--- src/rtl/mix_columns.sv ---
// mix_columns: AES MixColumns on a column-major 128-bit state, one registered stage.
// Define MIX_COLUMNS_INV_EN to add an inv input selecting InvMixColumns.
module mix_columns (
  input  logic         clk,
  input  logic         rst_n,
`ifdef MIX_COLUMNS_INV_EN
  input  logic         inv,
`endif
  input  logic [127:0] a,
  output logic [127:0] b
);
  logic [127:0] w_mix;
  logic [127:0] r_b;
  function automatic logic [7:0] xt(input logic [7:0] v);
    return {v[6:0], 1'b0} ^ (v[7] ? 8'h1b : 8'h00);
  endfunction
  // 2*x0 ^ 3*x1 folds into xtime(x0 ^ x1) ^ x1
  function automatic logic [31:0] fwd(input logic [31:0] col);
    logic [7:0] x0, x1, x2, x3;
    {x3, x2, x1, x0} = col;
    return {xt(x3 ^ x0) ^ x0 ^ x1 ^ x2,
            xt(x2 ^ x3) ^ x3 ^ x0 ^ x1,
            xt(x1 ^ x2) ^ x2 ^ x3 ^ x0,
            xt(x0 ^ x1) ^ x1 ^ x2 ^ x3};
  endfunction
`ifdef MIX_COLUMNS_INV_EN
  // k selects which of 8,4,2,1 multiples of v are summed
  function automatic logic [7:0] mul(input logic [7:0] v, input logic [3:0] k);
    logic [7:0] v2, v4, v8;
    v2 = xt(v);
    v4 = xt(v2);
    v8 = xt(v4);
    return (k[3] ? v8 : 8'h00) ^ (k[2] ? v4 : 8'h00) ^ (k[1] ? v2 : 8'h00) ^ (k[0] ? v : 8'h00);
  endfunction
  function automatic logic [31:0] rev(input logic [31:0] col);
    logic [7:0] x0, x1, x2, x3;
    {x3, x2, x1, x0} = col;
    return {mul(x0, 4'hb) ^ mul(x1, 4'hd) ^ mul(x2, 4'h9) ^ mul(x3, 4'he),
            mul(x0, 4'hd) ^ mul(x1, 4'h9) ^ mul(x2, 4'he) ^ mul(x3, 4'hb),
            mul(x0, 4'h9) ^ mul(x1, 4'he) ^ mul(x2, 4'hb) ^ mul(x3, 4'hd),
            mul(x0, 4'he) ^ mul(x1, 4'hb) ^ mul(x2, 4'hd) ^ mul(x3, 4'h9)};
  endfunction
`endif
  always_comb begin
    w_mix = '0;
    for (int c = 0; c < 4; c++) begin
`ifdef MIX_COLUMNS_INV_EN
      w_mix[32*c +: 32] = inv ? rev(a[32*c +: 32]) : fwd(a[32*c +: 32]);
`else
      w_mix[32*c +: 32] = fwd(a[32*c +: 32]);
`endif
    end
  end
  always_ff @(posedge clk or negedge rst_n) begin
    if (!rst_n) r_b <= '0;
    else        r_b <= w_mix;
  end
  assign b = r_b;
endmodule

--- config.mk ---
export PLATFORM = sky130hd
export DESIGN_NAME = mix_columns
export DESIGN_NICKNAME = d
export VERILOG_FILES = /design/src/rtl/mix_columns.sv
export SDC_FILE = /design/constraint.sdc
export NUM_CORES = 1
export LEC_CHECK = 0
export ABC_AREA = 0
export BUFFER_PORTS_ARGS = -buffer_cell sky130_fd_sc_hd__buf_2
export CORE_AREA = 2 2 139 141
export CTS_CLUSTER_DIAMETER = 80
export CTS_CLUSTER_SIZE = 14
export DETAILED_ROUTE_END_ITERATION = 10
export DIE_AREA = 0 0 141 143
export PLACE_DENSITY_LB_ADDON = 0.15
export SYNTH_ARGS = -nofsm -noshare
export SYNTH_HDL_FRONTEND = slang
export SYNTH_SLANG_ARGS = --single-unit
export TNS_END_PERCENT = 20
--- constraint.sdc ---
create_clock -name clk -period 0.8 [get_ports clk]
set_clock_uncertainty 0.15 [all_clocks]
set_input_delay 0.16 -clock clk [delete_from_list [all_inputs] [get_ports clk]]
set_output_delay 0.16 -clock clk [all_outputs]
set_load 0.005 [all_outputs]
; ---- After elaboration in Yosys (flattened, before gate mapping)
; Index checks and enable logic that the tools add are counted.
[totals]
ff_bits = 128
in_bits = 130
out_inout_bits = 128
wordCells = 97
[op_classes]
n_mux = 16
n_bitwise = 80
[ops]
columns = op, n
row1 = $xor 8x8->8, 64
row2 = $xor 8x5->8, 16
row3 = $mux 5, 16

; ---- Depth between registers and ports, before layout
[logic_depth]
ltp_word = 6
mapped_depth = 2
depth_no_buf = 2

; ---- Worst setup path after synthesis
; No wires, ideal clock.
[synth_timing]
path_kind = input port to flip-flop
startpoint = input a[111]
endpoint = register r_b[108], in the netlist b[108]
setup_time_ns = 0.134
t_arrival_ns = 0.874
required_time_ns = 0.516
setup_slack_ns = -0.357
path_stages = 2
path_buffers = 0
path_cell_list = xnor2_2 -> xnor3_1
[synth_between]
elab_chain_len = 6
[synth_lines]
columns = element, line
row1 = "start, declared", 9  ; input logic [127:0] a,
row2 = $xor 8x8->8, 23  ; xt(x1 ^ x2) ^ x2 ^ x3 ^ x0,
row3 = $mux 5, 15  ; return {v[6:0], 1'b0} ^ (v[7] ? 8'h1b : 8'h00);
row4 = $xor 8x5->8, 15
row5 = $xor 8x8->8 (3 in a row), 23
row6 = net w_mix[108], 12  ; logic [127:0] w_mix;
row7 = "end signal, assigned", 56  ; else r_b <= w_mix;
row8 = "end, declared", 13  ; logic [127:0] r_b;
; The timed path passes the listed nets, and every way through them passes these cells.

; ---- Worst setup path after layout
[layout_timing]
startpoint = register r_b[85], in the netlist b[85]
endpoint = output b[85]
[layout_rtl]
columns = element, line
row1 = "end, declared", 10  ; output logic [127:0] b
; No word-level cell between the ends.

==> out/qor.csv <==
metric,value,unit
num_vias,4951,
syn_nets,541,
core_area,0.0186,mm²
synthTopCellsByArea,"dfrtp_1, xnor3_1, xor3_1",
min_path_type,primary input to flop,
leakagePower,6.96,nW
setup_viol,178,
ios,258,
ir_drop,1.48,mV
p_clk_share,30.1,%
critical_path_class,flop to output port,
swShare,26.8,%
ys.flop_type,dfrtp_1,
ant_nets,0,
place.port_buffers,257,
drt-initial-drc-count,143,
violations,"negative hold slack, negative setup slack",
syn-instance-count,411,
grt-ovfl-total,0,
fin_crit_sh,154,%
synth_area_leader_cell,dfrtp_1,
layout_setup_ws,-0.435,ns
max_slew.worst_pin.slew,0.364,ns
rsz0062_at_grt,true,
grt_use_total,20.4,%
status,"finished, violations left",
required,0.49,ns
p_int,19.4,mW
wirelength,19.8,mm
synth_most_common_cell,xnor3_1,
fp.dieW,141,µm
die_h,143,µm
nFillCells,1329,
final_nets,965,
min-delay-start,a[30],
largest_register_ffs,128,
crit_family,flip-flops,
p_comb_share,36.1,%
ys_types,8,
seqPwrFrac,33.8,%
ys_top_cells_by_count,"xnor3_1, dfrtp_1, xnor2_1",
cp_cell_sequence,buf_2,
drtPass1Iterations,4,
fin_cells,1082,
cts-root-buf,clkbuf_16,
hold_buffers,1,
grt_max_degree,28,
grt_pass1_vias,5621,
viasPerCell,4.58,
ys_seq_area_share,38.6,%
htreeDepth,4,
ys_ff_latch,128,
drive_above_1_share,59.0,%
place_hpwl,15.5,mm
syn2layout_area_growth,50.3,%
crit_path_end_kind,output port,
synth-edff-count,0,
placementRows,50,
drv_cap,0,
drv_slew,0,
power,26.5,mW
cts_setup_buffers,0,
dp_cells,1049,
post-route-min-period,1.24,ns
slowest_delay,0.38,ns
grt_antenna_before_repair,0,
max_freq,810,MHz
grt_pass1_wl,30.5,mm
synth_top_area_share,38.6,%
hold_violations,5,
yosysWarnings,0,
path_clk_slew,0.05,ns
clkSinkCount,128,
fin_hold_ws,-0.0296,ns
crit_path_start,b[85]$_DFF_PN0_,
async_flop_share,100,%
worstPathArrival,0.93,ns
dieArea,0.0202,mm²
wl_per_cell,18.3,µm
cp_max_fo,1,
worst_path_max_delay_cell,dfrtp_1,
max-slew-margin-rel,75.5,%
initial_core_util,44.6,%
critical_path_buf_inv_count,1,
postSynthAreaPerCell,20.2,µm²
synth_area,0.00829,mm²
switchingPower,7.08,mW
cts_tree,done,
diodes,0,
clockBufferDepth,2,
cts-buffers-inserted,17,
route.detailed.drc,0,
p_per_area,2120,mW/mm²
start_kind,flop,
place.gp.congestion,0.839,
==> layout make-up <==
cell class | count | area, µm² | share of cell area [%]
Clock buffer | 19 | 443 | 3.55
Clock inverter | 13 | 164 | 1.31
Multi-Input combinational cell | 283 | 5810 | 46.6
Sequential cell | 128 | 3200 | 25.7
Tap cell | 234 | 293 | 2.35
Timing Repair Buffer | 405 | 2550 | 20.5
==> through the flow <==
stage	TNS [ns]	area (µm²)	hold slack (ns)	utilization [%]	setup WS, ns
6_report	-55.02	12500	-0.0296	67.1	-0.435
5_1_grt	-61.52	12500	-0.0335	67.1	-0.478
4_1_cts	-57.81	12400	-0.0406	66.6	-0.463
3_5_place_dp	-57.46	11600	-0.111	62.2	-0.572
3_3_place_gp	-54.92	11600	-0.120	62.2	-0.561
2_1_floorplan	-24.73	8800	-0.286	-	-0.301
==> power groups by stage <==
stage          Clock [mW]  Combinational, mW  Sequential (mW)
4_1_cts              8.16               9.61             8.95
2_1_floorplan           0               4.60             9.24
6_report             7.96               9.55             8.94
5_1_grt              8.44               10.2             9.12
3_3_place_gp            0               9.19             9.03
3_5_place_dp            0               9.40             9.04
==> worst paths after layout <==
check,to,cells after the start,slack [ns]
max,b[85],1,-0.44
max in group asynchronous,b[38]$_DFF_PN0_,3,0.04
min in group asynchronous,b[90]$_DFF_PN0_,2,0.02
min,b[6]$_DFF_PN0_,2,-0.03
==> timing repair <==
item | 4_1_cts | 5_1_grt
cloned | 0 | 0
endpoints found under the setup margin | 198 | 265
endpoints found under the hold margin | 138 | 5
pin swaps | 15 | 8
resized for setup | 35 | 18
==> routing by layer <==
layer  routed length (µm)  track usage, %
met5                    0               0
met4                  237            5.53
met3                 1110            5.06
met2                10400            35.8
met1                 8010            25.5
==> cell usage in the layout (no fill, tap or decap) <==
cell type,netlist,final
xnor2_1,58,14
clkbuf_4,0,1
clkbuf_1,0,1
xnor2_4,1,32
clkinvlp_4,0,5
dfrtp_1,128,128
buf_2,0,238
xnor3_1,136,136
xnor2_2,13,26
clkbuf_8,0,1
buf_6,0,10
dlygate4sd3_1,0,1
clkbuf_16,0,17
xor2_2,3,6
xor3_1,40,40
clkinv_4,0,3
xor2_4,0,1
buf_4,0,149
clkinv_2,0,2
bufinv_16,0,3
buf_12,0,5
buf_8,0,1
xor2_1,32,28
==> logic make-up after synthesis <==
| group | after synthesis | share of synthesized area, % |
|---|---|---|
| DFF | 128 | 38.6 |
| xor gates and xnor gates | 283 | 61.4 |
Power figures use the tool's default switching activity.
